===== config.mk =====
export PLATFORM = sky130hd
export DESIGN_NAME = mc_recon_flat
export DESIGN_NICKNAME = d
export VERILOG_FILES = /design/src/rtl/mc_pkg.sv /design/src/rtl/mc_recon_if.sv /design/src/rtl/mc_recon_fifo.sv /design/src/rtl/mc_recon.sv /design/src/flat_wrapper.sv
export SDC_FILE = /design/constraint.sdc
export NUM_CORES = 1
export LEC_CHECK = 0
export ABC_AREA = 1
export BUFFER_PORTS_ARGS = -buffer_cell sky130_fd_sc_hd__buf_2
export CAP_MARGIN = 20
export CORE_MARGIN = 1.5
export CORE_UTILIZATION = 45
export CTS_CLUSTER_DIAMETER = 50
export DETAILED_ROUTE_END_ITERATION = 16
export GPL_TIMING_DRIVEN = 0
export PLACE_DENSITY = 0.63
export SLEW_MARGIN = 20
export SYNTH_ARGS = -nofsm -noshare
export SYNTH_HDL_FRONTEND = slang
export SYNTH_HIERARCHICAL = 1
export SYNTH_SLANG_ARGS = --single-unit

===== constraint.sdc =====
create_clock -name clk -period 6.5 [get_ports clk]
set_clock_uncertainty 0.05 [all_clocks]
set_input_delay 0.65 -clock clk [delete_from_list [all_inputs] [get_ports clk]]
set_output_delay 0.65 -clock clk [all_outputs]
set_load 0.01 [all_outputs]

===== src/rtl/mc_pkg.sv =====
// ============================================================================
// Module      : mc_pkg
// Description : Shared macroblock ordering constants and plane type for the
//               motion-compensation pair (mc / mc_recon).
//               Contents:
//                 MC_LUMA_BEATS   - luma rows per macroblock
//                 MC_CHROMA_BEATS - rows per chroma plane (Cb or Cr)
//                 MC_BEAT_CNT_W   - width of the per-plane beat counter
//                 mc_plane_e      - plane currently expected on the input
// Revision    : 1.0 - initial release
// ============================================================================
`default_nettype none

package mc_pkg;

    localparam int MC_LUMA_BEATS   = 64;
    localparam int MC_CHROMA_BEATS = 16;
    localparam int MC_BEAT_CNT_W   = 6;

    typedef enum logic [1:0] {
        MC_LUMA = 2'd0,
        MC_CB   = 2'd1,
        MC_CR   = 2'd2
    } mc_plane_e;

endpackage : mc_pkg

`default_nettype wire


===== src/rtl/mc_recon_if.sv =====
// ============================================================================
// Module      : mc_recon_if
// Description : Beat-level bus for mc_recon.
//               Source side : ccin, pred, residual, src_valid -> src_ready
//               Sink side   : recon, ccout, dst_valid, mb_done, seq_err
//                             <- dst_ready
//               master : the environment (drives beats, drives dst_ready)
//               slave  : the reconstruction block
// Revision    : 1.0 - initial release
// ============================================================================
`default_nettype none

interface mc_recon_if #(
    parameter int MB_SIZE     = 4,
    parameter int PIXEL_WIDTH = 8,
    parameter int RES_WIDTH   = 9
);
    logic                           ccin;
    logic [PIXEL_WIDTH*MB_SIZE-1:0] pred;
    logic [RES_WIDTH*MB_SIZE-1:0]   residual;
    logic                           src_valid;
    logic                           src_ready;
    logic [PIXEL_WIDTH*MB_SIZE-1:0] recon;
    logic                           ccout;
    logic                           dst_valid;
    logic                           dst_ready;
    logic                           mb_done;
    logic                           seq_err;

    modport master (
        output ccin, pred, residual, src_valid, dst_ready,
        input  src_ready, recon, ccout, dst_valid, mb_done, seq_err
    );

    modport slave (
        input  ccin, pred, residual, src_valid, dst_ready,
        output src_ready, recon, ccout, dst_valid, mb_done, seq_err
    );

endinterface : mc_recon_if

`default_nettype wire


===== src/rtl/mc_recon_fifo.sv =====
// ============================================================================
// Module      : mc_recon_fifo
// Description : Small synchronous FIFO buffering reconstructed beats.
//               No bypass: a push is refused while full even if a pop
//               happens in the same cycle.
//   clk     in  clock
//   reset   in  asynchronous active-high reset
//   push_i  in  write request (ignored when full)
//   data_i  in  write data
//   pop_i   in  read request (ignored when empty)
//   data_o  out head entry (zero after reset)
//   full_o  out count == DEPTH
//   empty_o out count == 0
// Revision    : 1.0 - initial release
// ============================================================================
`default_nettype none

module mc_recon_fifo #(
    parameter int WIDTH = 34,
    parameter int DEPTH = 2
) (
    input  wire logic             clk,
    input  wire logic             reset,
    input  wire logic             push_i,
    input  wire logic [WIDTH-1:0] data_i,
    input  wire logic             pop_i,
    output logic      [WIDTH-1:0] data_o,
    output logic                  full_o,
    output logic                  empty_o
);

    localparam int                PTR_W   = $clog2(DEPTH);
    localparam int                CNT_W   = PTR_W + 1;
    localparam logic [CNT_W-1:0]  DEPTH_C = CNT_W'(DEPTH);

    logic [WIDTH-1:0] mem_q [DEPTH];
    logic [PTR_W-1:0] wr_ptr_q;
    logic [PTR_W-1:0] rd_ptr_q;
    logic [CNT_W-1:0] count_q;
    logic             do_push;
    logic             do_pop;

    assign full_o  = (count_q == DEPTH_C);
    assign empty_o = (count_q == '0);
    assign do_push = push_i && !full_o;
    assign do_pop  = pop_i && !empty_o;
    assign data_o  = mem_q[rd_ptr_q];

    // DEPTH is a power of two, so the pointers wrap on their own.
    always_ff @(posedge clk or posedge reset) begin
        if (reset) begin
            wr_ptr_q <= '0;
            rd_ptr_q <= '0;
            count_q  <= '0;
            for (int i = 0; i < DEPTH; i++) begin
                mem_q[i] <= '0;
            end
        end else begin
            if (do_push) begin
                mem_q[wr_ptr_q] <= data_i;
                wr_ptr_q        <= wr_ptr_q + PTR_W'(1);
            end
            if (do_pop) begin
                rd_ptr_q <= rd_ptr_q + PTR_W'(1);
            end
            case ({do_push, do_pop})
                2'b10:   count_q <= count_q + CNT_W'(1);
                2'b01:   count_q <= count_q - CNT_W'(1);
                default: count_q <= count_q;
            endcase
        end
    end

endmodule : mc_recon_fifo

`default_nettype wire


===== src/rtl/mc_recon.sv =====
// ============================================================================
// Module      : mc_recon
// Description : Reconstruction stage: recon = clip(pred + residual), one row
//               of MB_SIZE pixels per beat. Tracks macroblock plane order
//               (64 luma, 16 Cb, 16 Cr beats), raises sticky seq_err on a
//               ccin/plane mismatch and pulses mb_done when the final Cr
//               beat leaves the output buffer.
//   clk    in  clock
//   reset  in  asynchronous active-high reset
//   bus    slave modport of mc_recon_if (input beats, output beats,
//          mb_done, seq_err)
// Revision    : 1.0 - initial release
// ============================================================================
`default_nettype none

module mc_recon
    import mc_pkg::*;
#(
    parameter int MB_SIZE     = 4,
    parameter int PIXEL_WIDTH = 8,
    parameter int RES_WIDTH   = 9,
    parameter int FIFO_DEPTH  = 2
) (
    input  wire logic  clk,
    input  wire logic  reset,
    mc_recon_if.slave  bus
);

    localparam int ROW_W  = PIXEL_WIDTH * MB_SIZE;
    localparam int SUM_W  = RES_WIDTH + 2;
    localparam int DATA_W = ROW_W + 2;

    localparam logic signed [SUM_W-1:0]      PIX_MAX    = SUM_W'((1 << PIXEL_WIDTH) - 1);
    localparam logic [MC_BEAT_CNT_W-1:0]     LUMA_LAST  = MC_BEAT_CNT_W'(MC_LUMA_BEATS - 1);
    localparam logic [MC_BEAT_CNT_W-1:0]     CHROMA_LAST = MC_BEAT_CNT_W'(MC_CHROMA_BEATS - 1);

    logic                     src_ready;
    logic                     accept;
    logic [ROW_W-1:0]         clip_row;
    logic                     last_beat;
    logic                     exp_ccin;

    mc_plane_e                plane_q, plane_d;
    logic [MC_BEAT_CNT_W-1:0] beat_cnt_q, beat_cnt_d;
    logic                     seq_err_q, seq_err_d;

    logic [DATA_W-1:0]        fifo_head;
    logic                     fifo_full;
    logic                     fifo_empty;

    assign src_ready     = !reset && !fifo_full;
    assign accept        = bus.src_valid && src_ready;
    assign bus.src_ready = src_ready;

    // ------------------------------------------------------------------
    // Per-pixel add and clip. pred is zero-extended, residual sign-extended,
    // so the sum never overflows SUM_W bits.
    // ------------------------------------------------------------------
    for (genvar i = 0; i < MB_SIZE; i++) begin : g_clip
        logic signed [SUM_W-1:0] pred_ext;
        logic signed [SUM_W-1:0] res_ext;
        logic signed [SUM_W-1:0] sum;
        logic [PIXEL_WIDTH-1:0]  pix;

        assign pred_ext = $signed({{(SUM_W-PIXEL_WIDTH){1'b0}},
                                   bus.pred[i*PIXEL_WIDTH +: PIXEL_WIDTH]});
        assign res_ext  = $signed({{(SUM_W-RES_WIDTH){bus.residual[i*RES_WIDTH+RES_WIDTH-1]}},
                                   bus.residual[i*RES_WIDTH +: RES_WIDTH]});
        assign sum      = pred_ext + res_ext;

        always_comb begin
            pix = sum[PIXEL_WIDTH-1:0];
            if (sum[SUM_W-1]) begin
                pix = '0;
            end else if (sum > PIX_MAX) begin
                pix = '1;
            end
        end

        assign clip_row[i*PIXEL_WIDTH +: PIXEL_WIDTH] = pix;
    end

    // ------------------------------------------------------------------
    // Plane / beat tracker, advanced only on input acceptance.
    // ------------------------------------------------------------------
    always_ff @(posedge clk or posedge reset) begin
        if (reset) begin
            plane_q    <= MC_LUMA;
            beat_cnt_q <= '0;
            seq_err_q  <= 1'b0;
        end else begin
            plane_q    <= plane_d;
            beat_cnt_q <= beat_cnt_d;
            seq_err_q  <= seq_err_d;
        end
    end

    always_comb begin
        plane_d    = plane_q;
        beat_cnt_d = beat_cnt_q;
        seq_err_d  = seq_err_q;
        exp_ccin   = (plane_q != MC_LUMA);
        last_beat  = (plane_q == MC_CR) && (beat_cnt_q == CHROMA_LAST);

        if (accept) begin
            // A mismatched beat is still reconstructed and counted.
            if (bus.ccin != exp_ccin) begin
                seq_err_d = 1'b1;
            end
            beat_cnt_d = beat_cnt_q + MC_BEAT_CNT_W'(1);
            case (plane_q)
                MC_LUMA: begin
                    if (beat_cnt_q == LUMA_LAST) begin
                        plane_d    = MC_CB;
                        beat_cnt_d = '0;
                    end
                end
                MC_CB: begin
                    if (beat_cnt_q == CHROMA_LAST) begin
                        plane_d    = MC_CR;
                        beat_cnt_d = '0;
                    end
                end
                MC_CR: begin
                    if (beat_cnt_q == CHROMA_LAST) begin
                        plane_d    = MC_LUMA;
                        beat_cnt_d = '0;
                    end
                end
                default: begin
                    plane_d    = MC_LUMA;
                    beat_cnt_d = '0;
                end
            endcase
        end
    end

    assign bus.seq_err = seq_err_q;

    // ------------------------------------------------------------------
    // Output buffer. Entry = {last tag, ccin, recon row}; the last tag
    // turns into mb_done when that entry is popped.
    // ------------------------------------------------------------------
    mc_recon_fifo #(
        .WIDTH (DATA_W),
        .DEPTH (FIFO_DEPTH)
    ) u_fifo (
        .clk     (clk),
        .reset   (reset),
        .push_i  (accept),
        .data_i  ({last_beat, bus.ccin, clip_row}),
        .pop_i   (bus.dst_ready),
        .data_o  (fifo_head),
        .full_o  (fifo_full),
        .empty_o (fifo_empty)
    );

    assign bus.dst_valid = !fifo_empty;
    assign bus.recon     = fifo_head[ROW_W-1:0];
    assign bus.ccout     = fifo_head[ROW_W];
    assign bus.mb_done   = !fifo_empty && bus.dst_ready && fifo_head[ROW_W+1];

endmodule : mc_recon

`default_nettype wire


===== src/flat_wrapper.sv =====
// flat-port wrapper written by rule: the top's interface ports become plain ports
module mc_recon_flat import mc_pkg::*;
#(
    parameter int MB_SIZE     = 4,
    parameter int PIXEL_WIDTH = 8,
    parameter int RES_WIDTH   = 9,
    parameter int FIFO_DEPTH  = 2
)
  (clk, reset, bus_ccin, bus_pred, bus_residual, bus_src_valid, bus_dst_ready, bus_src_ready, bus_recon, bus_ccout, bus_dst_valid, bus_mb_done, bus_seq_err);
  mc_recon_if #(.MB_SIZE(MB_SIZE), .PIXEL_WIDTH(PIXEL_WIDTH), .RES_WIDTH(RES_WIDTH)) bus_i ();
  input  wire logic clk;
  input  wire logic reset;
  input wire logic [$bits(bus_i.ccin)-1:0] bus_ccin;
  input wire logic [$bits(bus_i.pred)-1:0] bus_pred;
  input wire logic [$bits(bus_i.residual)-1:0] bus_residual;
  input wire logic [$bits(bus_i.src_valid)-1:0] bus_src_valid;
  input wire logic [$bits(bus_i.dst_ready)-1:0] bus_dst_ready;
  output wire logic [$bits(bus_i.src_ready)-1:0] bus_src_ready;
  output wire logic [$bits(bus_i.recon)-1:0] bus_recon;
  output wire logic [$bits(bus_i.ccout)-1:0] bus_ccout;
  output wire logic [$bits(bus_i.dst_valid)-1:0] bus_dst_valid;
  output wire logic [$bits(bus_i.mb_done)-1:0] bus_mb_done;
  output wire logic [$bits(bus_i.seq_err)-1:0] bus_seq_err;
  assign bus_i.ccin = bus_ccin;
  assign bus_i.pred = bus_pred;
  assign bus_i.residual = bus_residual;
  assign bus_i.src_valid = bus_src_valid;
  assign bus_i.dst_ready = bus_dst_ready;
  assign bus_src_ready = bus_i.src_ready;
  assign bus_recon = bus_i.recon;
  assign bus_ccout = bus_i.ccout;
  assign bus_dst_valid = bus_i.dst_valid;
  assign bus_mb_done = bus_i.mb_done;
  assign bus_seq_err = bus_i.seq_err;
  mc_recon #(.MB_SIZE(MB_SIZE), .PIXEL_WIDTH(PIXEL_WIDTH), .RES_WIDTH(RES_WIDTH), .FIFO_DEPTH(FIFO_DEPTH)) u_core (.clk(clk), .reset(reset), .bus(bus_i));
endmodule

== Word level (Yosys, flattened, before mapping) ==
Index checks and enable logic that the tools add are counted.
Storage, ports and cells
  bits in registers: 81
  bits of input ports: 73
  output and inout bits: 37
  logic and storage cells: 76
Cells by class
  $add $sub $neg: 9
  order comparisons: 7
  equal/unequal tests: 11
  mux-type cells: 22
  bitwise logic cells: 2
  reductions and logical operators: 17
Operators by type and width (count)
  $mux 34: 4
  $bwmux 68: 1
  $mux 8: 8
  $gt 11x9->1 const B: 4
  $add 9x9->10: 4
  $demux 34 s1: 1
  $mux 6: 2
  $pmux 6 s2: 1
  $logic_and 1x1->1: 7
  $add 6x1->6 const B: 1
  $eq 2x2->1 const B: 3
  $eq 6x4->1 const B: 1
  $eq 6x6->1 const B: 1
  $mux 2: 3
  $pmux 2 s3: 1
  $eq 2x1->1 const B: 2
  $ge 2x2->1 const B: 2
  $logic_not 2->1: 2
  $ne 2x1->1 const B: 2
  $not 1->2: 2
  $pmux 2 s2: 1
  $reduce_and 4->1: 1
  $reduce_bool 2->1: 2
  $logic_not 1->1: 3
  other kinds (8): 9

== Longest topological paths before layout ==
  word-level depth: 7
  gate-level depth with buffers: 15
  gate-level depth less buffers: 14

== Modules after synthesis ==
Netlist, hierarchy kept.
By module, submodules not included
  mc_recon_fifo: times used 1, cells an instance 442, area an instance 3477.1 sq um, seq. area each 1801.7 sq um
  mc_recon: times used 1, cells an instance 481, area an instance 2747.6 sq um, seq. area each 225.2 sq um

== Worst setup path before layout ==
OpenSTA, ideal clock, no wires.
  path type: register to register
  from: register u_core.u_fifo.count_q[0]
  to: register u_core.u_fifo.count_q[1]
  setup time: 117 ps
  data arrival time: 2187 ps
  data required time: 6333 ps
  slack: 4146 ps
  cell stages (with the launch flop): 15
  buffers on the path: 4
  period minus slack after synthesis: 2354 ps
  path through: dfrtp_1 -> inv_2 -> nand2_4 -> buf_2 -> inv_1 -> nor3b_2 -> buf_2 -> buf_4 -> buf_4 -> nand2_1 -> ha_1 -> inv_1 -> nand3_1 -> nand2_1 -> nand2_1
On the way
  word-level cells in the longest chain between the ends: 7
  elaborated cells between the ends (all ways): 14
  classes of those cells: add/sub (2); eq/ne (3); mux (1); reduce/logical (8)
Ends and longest elaborated chain
  from (decl): line mc_recon_fifo.sv:39  | logic [CNT_W-1:0] count_q;
  from (signal assigned): line mc_recon_fifo.sv:67  | 2'b10: count_q <= count_q + CNT_W'(1);
  from (signal assigned): line mc_recon_fifo.sv:68  | 2'b01: count_q <= count_q - CNT_W'(1);
  from (signal assigned): line mc_recon_fifo.sv:69  | default: count_q <= count_q;
  $eq 2x2->1 *: line mc_recon_fifo.sv:43  | assign full_o = (count_q == DEPTH_C);
  via u_core.fifo_full: line mc_recon.sv:48  | logic fifo_full;
  $logic_not 1->1 *: line mc_recon.sv:51  | assign src_ready = !reset && !fifo_full;
  $logic_and 1x1->1 *: line mc_recon.sv:51
  $logic_and 1x1->1 *: line mc_recon.sv:52  | assign accept = bus.src_valid && src_ready;
  via u_core.accept: line mc_recon.sv:38  | logic accept;
  $logic_and 1x1->1 *: line mc_recon_fifo.sv:45  | assign do_push = push_i && !full_o;
  $eq 2x1->1 or $eq 2x2->1 (tied branches): line mc_recon_fifo.sv:66  | case ({do_push, do_pop})
  $pmux 2 s2 or $reduce_bool 2->1 (tied branches)
The timed path passes the listed nets; every way through them passes the cells marked *.
A chain may end at the register's enable or synchronous reset.

== Worst setup path in the final report ==
Ends and elaborated chain as after synthesis.

==> impl_metrics.tcl <==
set metrics [dict create \
    ys_warn_count 6 \
    slew_violations 0 \
    layout.nets 1159 \
    pwr-share-seq_pct 31.4 \
    gp_congestion 0.908 \
    setup-tns-final_ns 0 \
    path_class "reg -> reg" \
    cts_buffer_depth 2 \
    synthDominantCellAreaShare_pct 32.6 \
    dp_hpwl_um 11900 \
    cts_root_buf "clkbuf_16" \
    ys_async_sr_fraction_pct 100 \
    cp-end-kind "register" \
    rrSetupSlack_ns 3.64 \
    synthFlopType "dfrtp_1" \
    ys_seq_area_share_pct 32.6 \
    vias 6046 \
    die_area_mm2 0.0145 \
    fin_area_mm2 0.00731 \
    startpoint_type "register" \
    r2r-end "u_core/u_fifo/count_q[1]" \
    syn_nets 1038 \
    die_h_um 121 \
    cp_max_fo 10 \
    max_slew_margin_pct 62.2 \
    cts_buffers 9 \
    grt-ovfl-total 0 \
    synth_xor_area_share_pct 2.25 \
    num_io_pins 110 \
    area_growth_syn_to_layout_pct 17.4 \
    grtUsageTotal_pct 22.1 \
    synth_simple_gate_area_share_pct 41.6 \
    syn_area_mm2 0.00622 \
    grt_setup_unrepaired "false" \
    clock-sinks 81 \
    drive_above_1_share_pct 18.4 \
    synth_mux_area_share_pct 0 \
    leakagePower_nw 4.38 \
    clkPwrFrac_pct 19.0 \
    worstMarginPinSlew_ns 0.568 \
    avgSynthCellArea_um2 6.74 \
    hold_violations 0 \
    synth_compound_area_share_pct 3.94 \
    postCtsResizedCells 0 \
    drt_first_pass_iters 5 \
    crit_path_start "u_core/u_fifo/count_q[0]" \
    fin_util_pct 54.8 \
    insertion_delay_ns 0.34 \
    wl_um 15500 \
    synth_cells 923 \
    maxCapViolCount 0 \
    fp.dieW_um 121 \
    postRouteAntennaNets 0 \
    port_buffers 109 \
    min_period_over_period_pct 44.0 \
    synth_seq_cells 81 \
    regArea_mm2 0.00203 \
    cts_tree "built" \
    rows 42 \
    drt-initial-drc-count 303 \
    grt_pass1_vias 5503 \
    cts_hold_buffers 0 \
    status "finished, final reports clean" \
    crit_arrival_ns 3.04 \
    wl_per_cell_um 12.6 \
    fin_ws_ns 3.64 \
    synth_edf_count 0 \
    finalCriticalPeriod_ns 2.86 \
    yosysTopAreaCell "dfrtp_1" \
    multi_input_area_mm2 0.00353 \
    setup_violations 0 \
    hold_class "in -> async" \
    core_mm2 0.0133 \
    pwr-share-comb_pct 49.6 \
    switching_share_pct 44.6 \
    grt_max_degree 40 \
    ff2ff_path_depth 14 \
    synthAdderAreaFrac_pct 8.92 \
    fmax_mhz 350 \
    diodes 0 \
    placedCellCount 1209 \
    yosysMostFrequentCell "nand2_1" \
    cts_setup_buffers 0 \
    pre_cts_slack_ns 3.66 \
    required_ns 6.68 \
    synth_commonest_cells "nand2_1 (406), inv_1 (116), dfrtp_1 (81)" \
    clk_pin_slew_ns 0.06 \
    fillerInstances 1386 \
    htree_levels 3 \
    power_density_mw_per_mm2 364 \
    synth_top_family_by_area "simple AND/OR/NAND/NOR gates" \
    grt_pass1_wl_um 26000 \
    via_per_inst 4.94 \
    drc_errors 0 \
    power.switching_mw 1.19 \
    instances_no_fill 1225 \
    max-vdd-ir-drop_uv 180 \
    start_util_pct 46.6 \
    ys_types 40 \
    place_area_mm2 0.00701 \
    antenna_found_initial 0 \
    p_int_mw 1.47 \
    synth_area_leaders "dfrtp_1 (33%), nand2_1 (24%), nand4_1 (8.0%)" \
    r2r_start "u_core/u_fifo/count_q[0]" \
]
==> final cells by class <==
cell class	instances	share of cell area [%]
multi-input combinational	681	48.3
sequential	81	27.7
timing repair buffer	110	7.74
inverter	125	6.45
clock buffer	9	3.08
tap	176	3.01
buffer	36	2.72
clock inverter	7	0.959
==> through the flow <==
| step | total power, mW | hold WS (ns) |
|---|---|---|
| after floorplan | 1.72 | 0.392 |
| after global placement | 2.14 | 0.398 |
| after detailed placement | 2.16 | 0.401 |
| after CTS | 2.68 | 0.287 |
| after global routing | 2.89 | 0.308 |
| final | 2.66 | 0.276 |
==> worst max-delay path by stage <==
stage,to,slack [ns]
floorplan,u_core/u_fifo/count_q[0],3.98
global placement,u_core/u_fifo/mem_q[39],2.96
detailed placement,u_core/u_fifo/count_q[1],3.66
CTS,u_core/u_fifo/count_q[1],3.64
global route,u_core/u_fifo/count_q[1],3.46
finish,u_core/u_fifo/count_q[1],3.64
==> placed cells by master, fill, tap and decap left out, types with 8 or more instances in the layout <==
cell,n
nand2_1,406
buf_2,127
inv_1,115
dfrtp_1,81
nand4_1,80
ha_1,38
nand3_1,32
nor2_1,27
a21oi_1,24
nand2_2,12
clkbuf_1,10
clkbuf_16,9
inv_2,8
xnor2_1,8
xor2_1,8
==> kinds of logic after synthesis <==
| kind of cell | Yosys count |
|---|---|
| and+or+nand+nor | 581 |
| AOI/OAI and AO/OA | 42 |
| xor gates and xnor gates | 16 |
| adders and majority gates | 42 |
| buffers and inverters | 161 |
| DFF | 81 |
==> per-layer routing <==
metal / up-vias / part of all wire [%] / GRT usage [%]
li1: 3178 / - / -
met1: 2717 / 48 / 30.7
met2: 134 / 46 / 36.0
met3: 17 / 4.5 / 3.44
met4: 0 / 1.5 / 5.81
met5: - / 0 / 0
==> critical path, stage by stage, from the launching register on <==
cell     delay [ns]
dfrtp_1        0.40
inv_2          0.07
nand2_4        0.14
buf_2          0.27
inv_1          0.10
nor3b_2        0.33
buf_2          0.28
buf_4          0.21
buf_4          0.20
nand2_1        0.11
ha_1           0.32
inv_1          0.09
nand3_1        0.08
nand2_1        0.06
nand2_1        0.04
==> flip-flops by register name, summed over array words and instances (netlist names) <==
name	cells
u_core/u_fifo/mem_q	68
u_core/beat_cnt_q	6
u_core/plane_q	2
u_core/u_fifo/count_q	2
u_core/bus.seq_err	1
u_core/u_fifo/rd_ptr_q	1
u_core/u_fifo/wr_ptr_q	1
==> power by group through the flow <==
stage	sequential [mW]	combinational, mW	clock, mW
floorplan	0.817	0.900	0
global placement	0.837	1.30	0
detailed placement	0.843	1.32	0
CTS	0.835	1.33	0.518
global route	0.860	1.49	0.535
finish	0.836	1.32	0.506
Power figures use the tool's default switching activity.
